### config.mk
export PLATFORM = sky130hd
export DESIGN_NAME = wb_ahb_bridge_flat
export DESIGN_NICKNAME = d
export VERILOG_FILES = /design/src/rtl/wb_ahb_bridge_if.sv /design/src/rtl/wb_ahb_bridge.sv /design/src/flat_wrapper.sv
export SDC_FILE = /design/constraint.sdc
export NUM_CORES = 1
export LEC_CHECK = 0
export ABC_CLOCK_PERIOD_IN_PS = 2400
export CELL_PAD_IN_SITES_DETAIL_PLACEMENT = 1
export CELL_PAD_IN_SITES_GLOBAL_PLACEMENT = 1
export CORE_MARGIN = 5
export CORE_UTILIZATION = 31
export DETAILED_ROUTE_END_ITERATION = 12
export PLACE_DENSITY_LB_ADDON = 0.3
export SLEW_MARGIN = 10
export SYNTH_ARGS = -nofsm -noshare
export SYNTH_HDL_FRONTEND = slang
export SYNTH_SLANG_ARGS = --single-unit
### constraint.sdc
create_clock -name HCLK -period 2.4 [get_ports HCLK]
set_clock_uncertainty 0.2 [all_clocks]
set_input_delay 0.48 -clock HCLK [delete_from_list [all_inputs] [get_ports HCLK]]
set_output_delay 0.48 -clock HCLK [all_outputs]
set_load 0.05 [all_outputs]
### src/rtl/wb_ahb_bridge_if.sv
// Bus bundle for the Wishbone-slave / AHB-Lite-master bridge.
// The slave modport is the bridge's view; master is the host/AHB side.
interface wb_ahb_bridge_if;
   logic        wbs_cyc_i;
   logic        wbs_stb_i;
   logic        wbs_we_i;
   logic [3:0]  wbs_sel_i;
   logic [31:0] wbs_adr_i;
   logic [31:0] wbs_dat_i;
   logic        wbs_ack_o;
   logic [31:0] wbs_dat_o;
   logic [31:0] HADDR;
   logic [1:0]  HTRANS;
   logic        HWRITE;
   logic [2:0]  HSIZE;
   logic [2:0]  HBURST;
   logic [3:0]  HPROT;
   logic [31:0] HWDATA;
   logic [31:0] HRDATA;
   logic        HREADY;
   logic        HRESP;

   modport slave (
      input  wbs_cyc_i, wbs_stb_i, wbs_we_i, wbs_sel_i, wbs_adr_i, wbs_dat_i,
      input  HRDATA, HREADY, HRESP,
      output wbs_ack_o, wbs_dat_o,
      output HADDR, HTRANS, HWRITE, HSIZE, HBURST, HPROT, HWDATA
   );

   modport master (
      output wbs_cyc_i, wbs_stb_i, wbs_we_i, wbs_sel_i, wbs_adr_i, wbs_dat_i,
      output HRDATA, HREADY, HRESP,
      input  wbs_ack_o, wbs_dat_o,
      input  HADDR, HTRANS, HWRITE, HSIZE, HBURST, HPROT, HWDATA
   );
endinterface

### src/rtl/wb_ahb_bridge.sv
// Wishbone slave to AHB-Lite master bridge: single transfers, wait-state
// timeout, sticky error and timeout flags.
module wb_ahb_bridge #(
   parameter int unsigned TIMEOUT = 255,
   parameter logic [31:0] TO_DATA = 32'hBADC0FFE
) (
   input  logic           HCLK,
   input  logic           HRESETn,
   wb_ahb_bridge_if.slave bus,
   input  logic           err_clr_i,
   output logic           err_o,
   output logic           to_o
);
   localparam int unsigned CNT_W = (TIMEOUT != 0) ? $clog2(TIMEOUT + 1) : 1;
   localparam logic [1:0] TR_IDLE   = 2'b00;
   localparam logic [1:0] TR_NONSEQ = 2'b10;
   localparam logic [2:0] SZ_BYTE   = 3'b000;
   localparam logic [2:0] SZ_HALF   = 3'b001;
   localparam logic [2:0] SZ_WORD   = 3'b010;

   typedef enum logic [2:0] {IDLE, ADDR, DATA, DRAIN, ACK} state_t;

   state_t             state_q, state_d;
   logic [CNT_W-1:0]   cnt_q, cnt_d, cnt_inc;
   logic               abort_q, abort_d;
   logic [31:0]        wdat_q, wdat_d;
   logic               ack_q, ack_d;
   logic [31:0]        rdat_q, rdat_d;
   logic [31:0]        haddr_q, haddr_d;
   logic [1:0]         htrans_q, htrans_d;
   logic               hwrite_q, hwrite_d;
   logic [2:0]         hsize_q, hsize_d;
   logic [31:0]        hwdata_q, hwdata_d;
   logic               err_q, err_d, err_set;
   logic               to_q, to_d, to_set;

   logic               sel_ok;
   logic [2:0]         sel_size;
   logic [1:0]         sel_off;
   logic               req, wait_st, timeout_hit, aborting;

   // Byte-select decode into HSIZE and the low address bits
   always_comb begin : sel_decode
      sel_ok   = 1'b1;
      sel_size = SZ_WORD;
      sel_off  = 2'b00;
      case (bus.wbs_sel_i)
         4'b0001: begin sel_size = SZ_BYTE; sel_off = 2'b00; end
         4'b0010: begin sel_size = SZ_BYTE; sel_off = 2'b01; end
         4'b0100: begin sel_size = SZ_BYTE; sel_off = 2'b10; end
         4'b1000: begin sel_size = SZ_BYTE; sel_off = 2'b11; end
         4'b0011: begin sel_size = SZ_HALF; sel_off = 2'b00; end
         4'b1100: begin sel_size = SZ_HALF; sel_off = 2'b10; end
         4'b1111: begin sel_size = SZ_WORD; sel_off = 2'b00; end
         default: sel_ok = 1'b0;
      endcase
   end

   assign req         = (state_q == IDLE) && bus.wbs_cyc_i && bus.wbs_stb_i;
   assign wait_st     = ((state_q == ADDR) || (state_q == DATA)) && !bus.HREADY;
   assign cnt_inc     = (cnt_q == '1) ? cnt_q : cnt_q + CNT_W'(1);
   assign timeout_hit = (TIMEOUT != 0) && wait_st && (cnt_inc == CNT_W'(TIMEOUT));
   // A dropped cyc at any point of the transfer suppresses its ack
   assign aborting    = abort_q || !bus.wbs_cyc_i;

   always_ff @(posedge HCLK or negedge HRESETn) begin : state_reg
      if (!HRESETn) begin
         state_q  <= IDLE;
         cnt_q    <= '0;
         abort_q  <= 1'b0;
         wdat_q   <= '0;
         ack_q    <= 1'b0;
         rdat_q   <= '0;
         haddr_q  <= '0;
         htrans_q <= TR_IDLE;
         hwrite_q <= 1'b0;
         hsize_q  <= SZ_WORD;
         hwdata_q <= '0;
         err_q    <= 1'b0;
         to_q     <= 1'b0;
      end else begin
         state_q  <= state_d;
         cnt_q    <= cnt_d;
         abort_q  <= abort_d;
         wdat_q   <= wdat_d;
         ack_q    <= ack_d;
         rdat_q   <= rdat_d;
         haddr_q  <= haddr_d;
         htrans_q <= htrans_d;
         hwrite_q <= hwrite_d;
         hsize_q  <= hsize_d;
         hwdata_q <= hwdata_d;
         err_q    <= err_d;
         to_q     <= to_d;
      end
   end

   always_comb begin : next_state
      state_d = state_q;
      case (state_q)
         IDLE:  if (req) state_d = sel_ok ? ADDR : ACK;
         ADDR: begin
            if (timeout_hit)      state_d = DRAIN;
            else if (bus.HREADY)  state_d = DATA;
         end
         DATA: begin
            if (timeout_hit)      state_d = DRAIN;
            else if (bus.HREADY)  state_d = aborting ? IDLE : ACK;
         end
         DRAIN: if (bus.HREADY) state_d = IDLE;
         ACK:   state_d = IDLE;
         default: state_d = IDLE;
      endcase
   end

   always_comb begin : next_outputs
      ack_d    = 1'b0;
      rdat_d   = rdat_q;
      haddr_d  = haddr_q;
      htrans_d = htrans_q;
      hwrite_d = hwrite_q;
      hsize_d  = hsize_q;
      hwdata_d = hwdata_q;
      wdat_d   = wdat_q;
      cnt_d    = cnt_q;
      abort_d  = abort_q;
      err_set  = 1'b0;
      to_set   = 1'b0;
      case (state_q)
         IDLE: begin
            if (req) begin
               cnt_d   = '0;
               abort_d = 1'b0;
               wdat_d  = bus.wbs_dat_i;
               if (sel_ok) begin
                  htrans_d = TR_NONSEQ;
                  haddr_d  = (bus.wbs_adr_i & 32'hFFFF_FFFC) | {30'd0, sel_off};
                  hwrite_d = bus.wbs_we_i;
                  hsize_d  = sel_size;
               end else begin
                  err_set = 1'b1;
                  rdat_d  = '0;
                  ack_d   = 1'b1;
               end
            end
         end
         ADDR, DATA: begin
            abort_d = aborting;
            if (wait_st) cnt_d = cnt_inc;
            if (timeout_hit) begin
               htrans_d = TR_IDLE;
               to_set   = 1'b1;
               if (!aborting) begin
                  ack_d  = 1'b1;
                  rdat_d = TO_DATA;
               end
            end else if (bus.HREADY) begin
               htrans_d = TR_IDLE;
               if (state_q == ADDR) begin
                  hwdata_d = wdat_q;
               end else begin
                  err_set = bus.HRESP;
                  if (!aborting) begin
                     ack_d = 1'b1;
                     if (bus.HRESP)      rdat_d = 32'hFFFF_FFFF;
                     else if (!hwrite_q) rdat_d = bus.HRDATA;
                  end
               end
            end
         end
         default: ;
      endcase
      // Sticky flags: a set in the same cycle beats the clear
      err_d = err_set || (err_q && !err_clr_i);
      to_d  = to_set  || (to_q  && !err_clr_i);
   end

   assign bus.wbs_ack_o = ack_q;
   assign bus.wbs_dat_o = rdat_q;
   assign bus.HADDR     = haddr_q;
   assign bus.HTRANS    = htrans_q;
   assign bus.HWRITE    = hwrite_q;
   assign bus.HSIZE     = hsize_q;
   assign bus.HWDATA    = hwdata_q;
   assign bus.HBURST    = 3'b000;
   assign bus.HPROT     = 4'b0011;
   assign err_o         = err_q;
   assign to_o          = to_q;
endmodule
### src/flat_wrapper.sv
// flat-port wrapper written by rule: the top's interface ports become plain ports
module wb_ahb_bridge_flat 
#(
   parameter int unsigned TIMEOUT = 255,
   parameter logic [31:0] TO_DATA = 32'hBADC0FFE
)
  (HCLK, HRESETn, err_clr_i, err_o, to_o, bus_wbs_cyc_i, bus_wbs_stb_i, bus_wbs_we_i, bus_wbs_sel_i, bus_wbs_adr_i, bus_wbs_dat_i, bus_HRDATA, bus_HREADY, bus_HRESP, bus_wbs_ack_o, bus_wbs_dat_o, bus_HADDR, bus_HTRANS, bus_HWRITE, bus_HSIZE, bus_HBURST, bus_HPROT, bus_HWDATA);
  wb_ahb_bridge_if bus_i ();
  input  logic HCLK;
  input  logic HRESETn;
  input  logic err_clr_i;
  output logic err_o;
  output logic to_o;
  input wire logic [$bits(bus_i.wbs_cyc_i)-1:0] bus_wbs_cyc_i;
  input wire logic [$bits(bus_i.wbs_stb_i)-1:0] bus_wbs_stb_i;
  input wire logic [$bits(bus_i.wbs_we_i)-1:0] bus_wbs_we_i;
  input wire logic [$bits(bus_i.wbs_sel_i)-1:0] bus_wbs_sel_i;
  input wire logic [$bits(bus_i.wbs_adr_i)-1:0] bus_wbs_adr_i;
  input wire logic [$bits(bus_i.wbs_dat_i)-1:0] bus_wbs_dat_i;
  input wire logic [$bits(bus_i.HRDATA)-1:0] bus_HRDATA;
  input wire logic [$bits(bus_i.HREADY)-1:0] bus_HREADY;
  input wire logic [$bits(bus_i.HRESP)-1:0] bus_HRESP;
  output wire logic [$bits(bus_i.wbs_ack_o)-1:0] bus_wbs_ack_o;
  output wire logic [$bits(bus_i.wbs_dat_o)-1:0] bus_wbs_dat_o;
  output wire logic [$bits(bus_i.HADDR)-1:0] bus_HADDR;
  output wire logic [$bits(bus_i.HTRANS)-1:0] bus_HTRANS;
  output wire logic [$bits(bus_i.HWRITE)-1:0] bus_HWRITE;
  output wire logic [$bits(bus_i.HSIZE)-1:0] bus_HSIZE;
  output wire logic [$bits(bus_i.HBURST)-1:0] bus_HBURST;
  output wire logic [$bits(bus_i.HPROT)-1:0] bus_HPROT;
  output wire logic [$bits(bus_i.HWDATA)-1:0] bus_HWDATA;
  assign bus_i.wbs_cyc_i = bus_wbs_cyc_i;
  assign bus_i.wbs_stb_i = bus_wbs_stb_i;
  assign bus_i.wbs_we_i = bus_wbs_we_i;
  assign bus_i.wbs_sel_i = bus_wbs_sel_i;
  assign bus_i.wbs_adr_i = bus_wbs_adr_i;
  assign bus_i.wbs_dat_i = bus_wbs_dat_i;
  assign bus_i.HRDATA = bus_HRDATA;
  assign bus_i.HREADY = bus_HREADY;
  assign bus_i.HRESP = bus_HRESP;
  assign bus_wbs_ack_o = bus_i.wbs_ack_o;
  assign bus_wbs_dat_o = bus_i.wbs_dat_o;
  assign bus_HADDR = bus_i.HADDR;
  assign bus_HTRANS = bus_i.HTRANS;
  assign bus_HWRITE = bus_i.HWRITE;
  assign bus_HSIZE = bus_i.HSIZE;
  assign bus_HBURST = bus_i.HBURST;
  assign bus_HPROT = bus_i.HPROT;
  assign bus_HWDATA = bus_i.HWDATA;
  wb_ahb_bridge #(.TIMEOUT(TIMEOUT), .TO_DATA(TO_DATA)) u_core (.HCLK(HCLK), .HRESETn(HRESETn), .bus(bus_i), .err_clr_i(err_clr_i), .err_o(err_o), .to_o(to_o));
endmodule
### Word-level counts from Yosys, hierarchy flattened

Index checks and enable logic that the tools add are counted.

| storage, ports and cells | value |
|---|---|
| register bits after elaboration | 149 |
| memory bits (read-only) | 0 |
| input bits | 108 |
| bits in latches | 0 |
| word-level logic and storage cells | 113 |
| memory bits (writable) | 0 |
| memories | 0 |
| output and inout port bits | 112 |

| cells by class | value |
|---|---|
| reductions and logical operators | 28 |
| divide/modulo/power cells | 0 |
| mux-type cells | 46 |
| eq/ne operators | 23 |
| add/sub/neg operators | 1 |
| multipliers | 0 |
| bitwise operators | 2 |
| shift operators | 0 |
| order comparisons | 0 |

Operator list:

| cell | count |
|---|---|
| $mux W32 | 9 |
| $pmux W32 S2 | 1 |
| $or A32 B2 Y32 | 1 |
| $mux W3 | 8 |
| $mux W8 | 3 |
| $eq A8 B8 Y1 const B | 2 |
| $pmux W8 S2 | 1 |
| $mux W1 | 13 |
| $eq A4 B4 Y1 const B | 3 |
| $ne A3 B2 Y1 const B | 4 |
| $pmux W3 S4 | 1 |
| $reduce_and A4 Y1 | 3 |
| $add A8 B1 Y8 const B | 1 |
| $eq A4 B2 Y1 const B | 2 |
| $mux W2 | 4 |
| $pmux W2 S2 | 2 |
| $reduce_and A7 Y1 | 1 |
| $reduce_or A7 Y1 | 1 |
| $eq A3 B2 Y1 const B | 2 |
| $logic_and A1 B1 Y1 | 6 |
| $ne A2 B1 Y1 const B | 3 |
| $ne A2 B2 Y1 const B | 3 |
| $pmux W1 S2 | 3 |
| $pmux W2 S3 | 1 |
| other kinds (13) | 22 |

### Depth between registers and ports, before layout

Gate-level depths: netlist of the first run.

| logic depth | value |
|---|---|
| depth in word-level cells | 7 |
| mapped depth | 8 |
| depth with buffers taken out | 7 |

### Least setup slack after synthesis of the first run

OpenSTA, ideal clock, no wires.

| timing path | value |
|---|---|
| path type | register -> register |
| start | register u_core.cnt_q[0] |
| end | register u_core.rdat_q[10] (netlist: u_core.bus.wbs_dat_o[10]) |
| path buffers | 1 |
| clock period less this slack | 2572 ps |
| stages on the path, launching flop included | 9 |
| arrival time | 2245 ps |
| path slack | -172 ps |
| setup time | 127 ps |
| required time | 2073 ps |
| cell sequence | dfrtp_1 > ha_1 > and3_2 > nand3_1 > a311oi_2 > nand3_1 > a22o_1 > buf_6 > a221o_2 |

| between the ends | value |
|---|---|
| longest elaborated chain between the ends | 6 |
| elaborated cells between the ends (all ways) | 11 |
| those cells by class | 1 x add/sub; 5 x eq/ne; 3 x mux; 2 x reduce/logical |

RTL lines:

| element | RTL line | text |
|---|---|---|
| from (decl) | wb_ahb_bridge.sv:24 | `logic [CNT_W-1:0] cnt_q, cnt_d, cnt_inc;` |
| from (signal assigned) | wb_ahb_bridge.sv:83 | `cnt_q <= cnt_d;` |
| $add A8 B1 Y8 / $eq A8 B8 Y1 (equally long branches) | wb_ahb_bridge.sv:61 | `assign cnt_inc = (cnt_q == '1) ? cnt_q : cnt_q + CNT_W'(1);` |
| $mux W8 * | wb_ahb_bridge.sv:61 |  |
| $eq A8 B8 Y1 * | wb_ahb_bridge.sv:62 | `assign timeout_hit = (TIMEOUT != 0) && wait_st && (cnt_inc == CNT_W'(TIMEOUT));` |
| $logic_and A1 B1 Y1 * | wb_ahb_bridge.sv:62 |  |
| $ne A4 B4 Y1 (no source line) (tied with other cells) | n/a |  |
| $reduce_and A7 Y1 (no source line) / $pmux W32 S2 (equally long branches) | n/a |  |
| to (signal assigned) | wb_ahb_bridge.sv:87 | `rdat_q <= rdat_d;` |
| to (decl) | wb_ahb_bridge.sv:28 | `logic [31:0] rdat_q, rdat_d;` |

Every way passes the cells marked *; elsewhere a longest branch is shown, timed or not.
A chain may end at the register's enable or synchronous reset.

### Worst setup path after layout of the first run

| timing path | value |
|---|---|
| start | register u_core.cnt_q[0] |
| end | register u_core.rdat_q[3] (netlist: u_core.bus.wbs_dat_o[3]) |

Same word-level chain as after synthesis.

==> reports/metrics.yaml, run 1 <==
finalNetCount: 898
die_y_um: 151
max_cap_viol_count: 0
failed_checks: "setup timing"
worst_pin_slew_ns: 0.555
synth_area_per_cell_um2: 11.6
synth_top_family_by_area: "compound AO/OA/AOI/OAI gates"
ys_ff_latch: 147
synthAdderAreaFrac: 0.00204
cts_tree: "done"
grt_pass1_vias: 5839
cp_max_fo: 21
io_buffers: 208
drive_above_1_share: 0.256
synth_edf_count: 0
via_per_inst: 4.74
cts_root_buf: "clkbuf_16"
max_clock_freq_mhz: 394
grt_usage: 0.171
syn_inst: 530
rsz0062_at_grt: "yes"
place_inst: 1028
grt_pass1_wl_mm: 30.6
finalSetupViolations: 21
critPathRequiredTime_ns: 2.49
cp_data_arrival_time_ns: 2.63
timing.final.crit_period_ns: 2.54
gp_congestion: 0.769
final-max-slew-violation-count: 0
synth-xor-area-share: 0.00429
hpwl_mm: 13.9
async_reset_ff_frac: 1.00
slew_headroom: 0.629
ys_seq_area_frac: 0.600
clkTransAtPathRegs_ns: 0.06
outcome: "complete, but fails checks"
period_share: 1.06
critical_path.top_delay_family: "compound AO/OA/AOI/OAI gates"
drt-pass1-iter-count: 7
rows: 51
synth-simple-area-share: 0.109
cts_buffers: 17
netlist_area_mm2: 0.00613
cpPeakStageDelay_ns: 0.41
min_path_type: "register to register"
coreArea_mm2: 0.0195
drt_iter0_drc: 147
drcViolationCount: 0
vias: 5059
hold_viol_final: 0
instances_no_fill: 1067
synth_top_flop_cell: "dfrtp_1"
power_leakage_uw: 0.00425
clk_latency_ns: 0.41
antenna_left: 0
fin_ws_ns: -0.138
wl_mm: 19.1
die_area_mm2: 0.0227
htreeDepth: 4
power_density_mw_per_mm2: 1320
synth_compound_area_frac: 0.122
area_growth_pct: 57.4
muxShareOfSynthArea: 0.116
fp.dieW_um: 151
cp_slowest_cell: "dfrtp_2"
yosys_warnings: 0
wl_per_cell_um: 17.9
reg2reg_setup_slack_ns: -0.14
initial_utilization: 0.315
worst_setup_path_start_kind: "register"
path_buf_inv: 1
yosysUniqueCellTypes: 57
antenna_found_initial: 0
clk_path_buf_depth: 2
dpl_worst_slack_ns: -0.420
worst_ir_drop_vdd_mv: 0.636
grt_max_degree: 50
ios: 220
endpoint_kind: "register"
grt.overflow.total: 0
criticalPathCategory: "register to register"
cts_sinks: 147
antenna_cells: 0
path_cells: "ha_4, and3_4, nand3_4, a311oi_4, nand3_2, a22o_1, buf_12, a221o_2"
==> final cells by class <==
| class | count | area, µm² |
|---|---|---|
| fillers | 2083 | 9810 |
| flip-flops and latches | 147 | 3680 |
| repair buffers | 271 | 2660 |
| multi-input cells | 333 | 2320 |
| clock buffers | 21 | 470 |
| well taps | 265 | 332 |
| clock inverters | 11 | 116 |
| inverters | 19 | 71.3 |
==> flip-flops by register name, summed over array words and instances, names as in the netlist <==
name / cells
u_core.cnt_q: 8
u_core.err_o: 1
u_core.bus.HSIZE: 2
u_core.bus.HADDR: 32
u_core.bus.wbs_ack_o: 1
u_core.to_o: 1
u_core.wdat_q: 32
u_core.bus.HTRANS: 1
u_core.abort_q: 1
u_core.bus.HWRITE: 1
u_core.bus.wbs_dat_o: 32
u_core.bus.HWDATA: 32
u_core.state_q: 3
==> report_power, final <==
group / switching (µW) / internal [µW]
logic: 3840 / 2270
registers: 561 / 3410
clock network: 1100 / 1540
==> layer usage <==
metal	vias up	GRT usage	routed length [µm]
met2	167	0.289	9420
met4	0	0.0562	273
met3	18	0.0494	1390
met5	-	0	0
met1	2534	0.210	8060
li1	2340	-	-
==> worst paths after layout <==
| path | start | endpoint | cells past startpoint |
|---|---|---|---|
| worst min-delay path | u_core.wdat_q[3] | u_core.wdat_q[3] | 2 |
| worst max register to register | u_core.cnt_q[0] | u_core.bus.wbs_dat_o[3] | 8 |
| worst max-delay path | u_core.cnt_q[0] | u_core.bus.wbs_dat_o[3] | 8 |
| max in group asynchronous | HRESETn | u_core.bus.HSIZE[1] | 3 |
| worst min register to register | u_core.wdat_q[3] | u_core.wdat_q[3] | 2 |
| min in group asynchronous | HRESETn | u_core.bus.wbs_dat_o[26] | 2 |
==> placed cells by master (no fill, tap or decap), drive strengths merged, types with 2 or more instances in the layout <==
cell / instances
clkinvlp: 3
nand2b: 4
clkbuf: 21
dlygate4sd2: 2
buf: 64
xnor2: 2
nand3: 8
a22o: 3
nand2: 113
conb: 9
a21oi: 11
o22a: 2
dfrtp: 146
clkdlybuf4s50: 203
a31oi: 4
o21a: 4
or3: 2
o32ai: 2
a221o: 21
mux2: 63
a211oi: 2
o21ai: 34
nor2: 18
inv: 25
o31ai: 4
==> per-stage QoR <==
stage / cell area [µm²] / total power [µW] / setup TNS (ns) / hold WS, ns / util
after floorplan: 6190 / 7700 / -0.480 / -0.0156 / -
after global placement: 8920 / 9900 / -13.95 / 0.252 / 0.458
after detailed placement: 8920 / 10100 / -19.07 / 0.261 / 0.458
after CTS: 9600 / 12900 / -4.18 / 0.276 / 0.493
after global routing: 9650 / 13300 / -4.34 / 0.302 / 0.496
final: 9650 / 12700 / -2.52 / 0.273 / 0.496
==> worst reg2reg max path, cell delays in order, from the launching register on <==
cell and delay [ns]:
dfrtp_2 0.41, ha_4 0.19, and3_4 0.23, nand3_4 0.08, a311oi_4 0.36, nand3_2 0.15, a22o_1 0.24, buf_12 0.16
a221o_2 0.39
==> kinds of logic after synthesis <==
| logic type | count (synthesis) |
|---|---|
| mux | 63 |
| buf+inv | 57 |
| fa+ha+maj | 1 |
| xor+xnor | 3 |
| simple gates | 156 |
| compound gates | 101 |
| flops | 147 |
| other cells | 2 |
==> cell usage after synthesis, types with 4 or more instances <==
cell / count / area [µm²]
a21oi_1: 10 / 50.1
a221o_1: 5 / 50.1
a221o_2: 16 / 180
a31oi_1: 4 / 25.0
buf_2: 6 / 30.0
buf_4: 9 / 67.6
clkbuf_1: 19 / 71.3
dfrtp_1: 146 / 3650
inv_1: 19 / 71.3
mux2_2: 63 / 709
nand2_1: 113 / 424
nand2b_1: 4 / 25.0
nand3_1: 8 / 40.0
nor2_1: 16 / 60.1
o21a_1: 4 / 30.0
o21ai_0: 34 / 170
o31ai_1: 4 / 30.0
==> repair_timing <==
item,in CTS,in global routing
hold buffers,1,0
setup buffers,4,1
gates cloned,1,0
hold endpoints to repair,45,0
gates resized for setup,27,8
setup endpoints to repair,32,35
pin swaps,6,2
(Power assumes the default switching activity.)
==> run 2: changes to the inputs <==
--- a/config.mk
+++ b/config.mk
@@ -5,12 +5,13 @@
 export SDC_FILE = /design/constraint.sdc
 export NUM_CORES = 1
 export LEC_CHECK = 0
-export ABC_CLOCK_PERIOD_IN_PS = 2400
+export ABC_CLOCK_PERIOD_IN_PS = 2700
 export CELL_PAD_IN_SITES_DETAIL_PLACEMENT = 1
 export CELL_PAD_IN_SITES_GLOBAL_PLACEMENT = 1
 export CORE_MARGIN = 5
-export CORE_UTILIZATION = 31
+export CORE_UTILIZATION = 34
 export DETAILED_ROUTE_END_ITERATION = 12
+export GPL_ROUTABILITY_DRIVEN = 0
 export PLACE_DENSITY_LB_ADDON = 0.3
 export SLEW_MARGIN = 10
 export SYNTH_ARGS = -nofsm -noshare
==> constraint.sdc (replaced) <==
create_clock -name HCLK -period 2.7 [get_ports HCLK]
set_clock_uncertainty 0.2 [all_clocks]
set_input_delay 0.54 -clock HCLK [delete_from_list [all_inputs] [get_ports HCLK]]
set_output_delay 0.54 -clock HCLK [all_outputs]
set_load 0.05 [all_outputs]
==> reports/metrics.yaml, run 2 (synthesized netlist as in run 1, its figures left out) <==
outcome: "complete, no violations"  # was complete, but fails checks
hpwl_mm: 13.1  # was 13.9 mm
cp-endpoint: "u_core.bus.wbs_dat_o[10]"  # was u_core.bus.wbs_dat_o[3]
coreArea_mm2: 0.0178  # was 0.0195 mm²
crit_cells: 8  # unchanged
grt_pass1_wl_mm: 28.6  # was 30.6 mm
final_common_cell: "clkdlybuf4s50_1"  # unchanged
max_cap_viol_count: 0  # unchanged
timing.final.crit_period_ns: 2.66  # was 2.54 ns
r2r_end: "u_core.bus.wbs_dat_o[10]"  # was u_core.bus.wbs_dat_o[3]
layout_common_cells: "207 x clkdlybuf4s50_1, 146 x dfrtp_1, 113 x nand2_1, 63 x mux2_2, 34 x o21ai_0"  # was 203 x clkdlybuf4s50_1, 144 x dfrtp_1, 113 x nand2_1, 63 x mux2_2, 52 x buf_4
io_buffers: 208  # unchanged
power_leakage_uw: 0.00407  # was 0.00425 µW
ios: 220  # unchanged
clk_latency_ns: 0.42  # was 0.41 ns
dpl_worst_slack_ns: -0.334  # was -0.420 ns
slew_headroom: 0.624  # was 0.629
criticalPathCategory: "register to register"  # unchanged
hold_viol_final: 0  # unchanged
grt.overflow.total: 0  # unchanged
path_cells: "ha_4, and3_4, a32oi_1, nor4b_2, nand3_2, a22o_1, buf_12, a221o_2"  # was ha_4, and3_4, nand3_4, a311oi_4, nand3_2, a22o_1, buf_12, a221o_2
fp.dieW_um: 144  # was 151 µm
cp_slowest_cell: "dfrtp_1"  # was dfrtp_2
stdcell_area_mm2: 0.00933  # was 0.00965 mm²
finalSetupViolations: 0  # was 21
finalCoreUtilization: 0.523  # was 0.496
area_growth_pct: 52.2  # was 57.4%
critPathRequiredTime_ns: 2.80  # was 2.49 ns
antenna_cells: 0  # unchanged
r2r_start: "u_core.cnt_q[1]"  # was u_core.cnt_q[0]
die_y_um: 144  # was 151 µm
post_dp_cell_area_mm2: 0.00865  # was 0.00892 mm²
wl_per_cell_um: 17.8  # was 17.9 µm
grt_pass1_vias: 5561  # was 5839
drt-pass1-iter-count: 4  # was 7
die_area_mm2: 0.0208  # was 0.0227 mm²
drive_above_1_share: 0.211  # was 0.256
drcViolationCount: 0  # unchanged
via_per_inst: 4.93  # was 4.74
initial_utilization: 0.344  # was 0.315
antenna_found_initial: 0  # unchanged
grt_max_degree: 55  # was 50
fin_ws_ns: 0.0417  # was -0.138 ns
clkTransAtPathRegs_ns: 0.06  # about the same
drt_iter0_drc: 155  # was 147
cp_max_fo: 21  # unchanged
power_density_mw_per_mm2: 1200  # was 1320 mW/mm²
cts_root_buf: "clkbuf_16"  # unchanged
finalNetCount: 872  # was 898
clk_path_buf_depth: 2  # unchanged
cts_tree: "done"  # unchanged
max_clock_freq_mhz: 376  # was 394 MHz
grt_usage: 0.174  # was 0.171
path_buf_inv: 1  # unchanged
period_share: 0.985  # was 1.06
worst_setup_path_start_kind: "register"  # unchanged
antenna_left: 0  # unchanged
worst_ir_drop_vdd_mv: 0.549  # was 0.636 mV
final-max-slew-violation-count: 0  # unchanged
endpoint_kind: "register"  # unchanged
crit_start: "u_core.cnt_q[1]"  # was u_core.cnt_q[0]
worst_pin_slew_ns: 0.562  # was 0.555 ns
reg2reg_setup_slack_ns: 0.04  # was -0.14 ns
vias: 4955  # was 5059
rows: 49  # was 51
htreeDepth: 4  # unchanged
cts_sinks: 147  # unchanged
cp_data_arrival_time_ns: 2.76  # was 2.63 ns
wl_mm: 17.9  # was 19.1 mm
cts_buffers: 17  # unchanged
min_path_type: "register to register"  # unchanged
ff2ff_path_depth: 8  # unchanged
cpPeakStageDelay_ns: 0.42  # was 0.41 ns
critical_path.top_delay_family: "simple AND/OR/NAND/NOR gates"  # was compound AO/OA/AOI/OAI gates
## run 2: cell type report
type                    instances  area [µm²]
fillers                      1883        8510
clock inverters                12         145
clock buffers                  20         457
flip-flops and latches        147        3680
repair buffers                245        2460
well taps                     229         287
multi-input cells             333        2230
inverters                      19        71.3
## run 2: per-stage QoR
stage                     power [µW]  hold slack [ns]  setup TNS (ns)  instances
after floorplan                 6820           0.0444               0        537
after global placement          8720            0.251           -5.20        967
after detailed placement        8870            0.260           -9.85        967
after CTS                      11300            0.276               0       1000
after global routing           11800            0.299          -0.275       1005
final                          11200            0.273               0       1005
## run 2: where the power goes
group / switching, µW / internal (µW) / leakage, µW / total, µW
clock: 952 / 1430 / 0.000287 / 2380
combinational: 3350 / 1960 / 0.00194 / 5310
sequential: 477 / 3030 / 0.00185 / 3510
## run 2: worst min-delay path by stage
stage,start,to,slack (ns),cells after the start
6_report,u_core.wdat_q[3],u_core.wdat_q[3],0.27,2
2_1_floorplan,HRESETn,u_core.abort_q,0.04,0
3_3_place_gp,u_core.wdat_q[31],u_core.wdat_q[31],0.25,2
3_5_place_dp,u_core.wdat_q[10],u_core.wdat_q[10],0.26,2
4_1_cts,u_core.wdat_q[3],u_core.wdat_q[3],0.28,2
5_1_grt,u_core.wdat_q[1],u_core.wdat_q[1],0.30,2
## run 2: layer usage
layer / wire [µm] / vias to the layer above / global-route usage
li1: - / 2286 / -
met3: 1520 / 15 / 0.0618
met5: 0 / - / 0
met4: 231 / 0 / 0.0550
met2: 9000 / 152 / 0.298
met1: 7160 / 2502 / 0.204
## run 2: worst reg2reg max path, cell delays in order (launching register included)
cell and delay [ns]:
dfrtp_1 0.42, ha_4 0.21, and3_4 0.22, a32oi_1 0.11, nor4b_2 0.39, nand3_2 0.17
a22o_1 0.26, buf_12 0.16, a221o_2 0.39
## run 2: repair_timing
| item | 4_1_cts | 5_1_grt |
|---|---|---|
| buffers inserted | 0 | 5 |
| setup endpoints to repair | 8 | 21 |
| pin swaps | 0 | 7 |
| hold buffers | 1 | 0 |
| endpoints found under the hold margin | 52 | 0 |
| gates resized for setup | 1 | 6 |
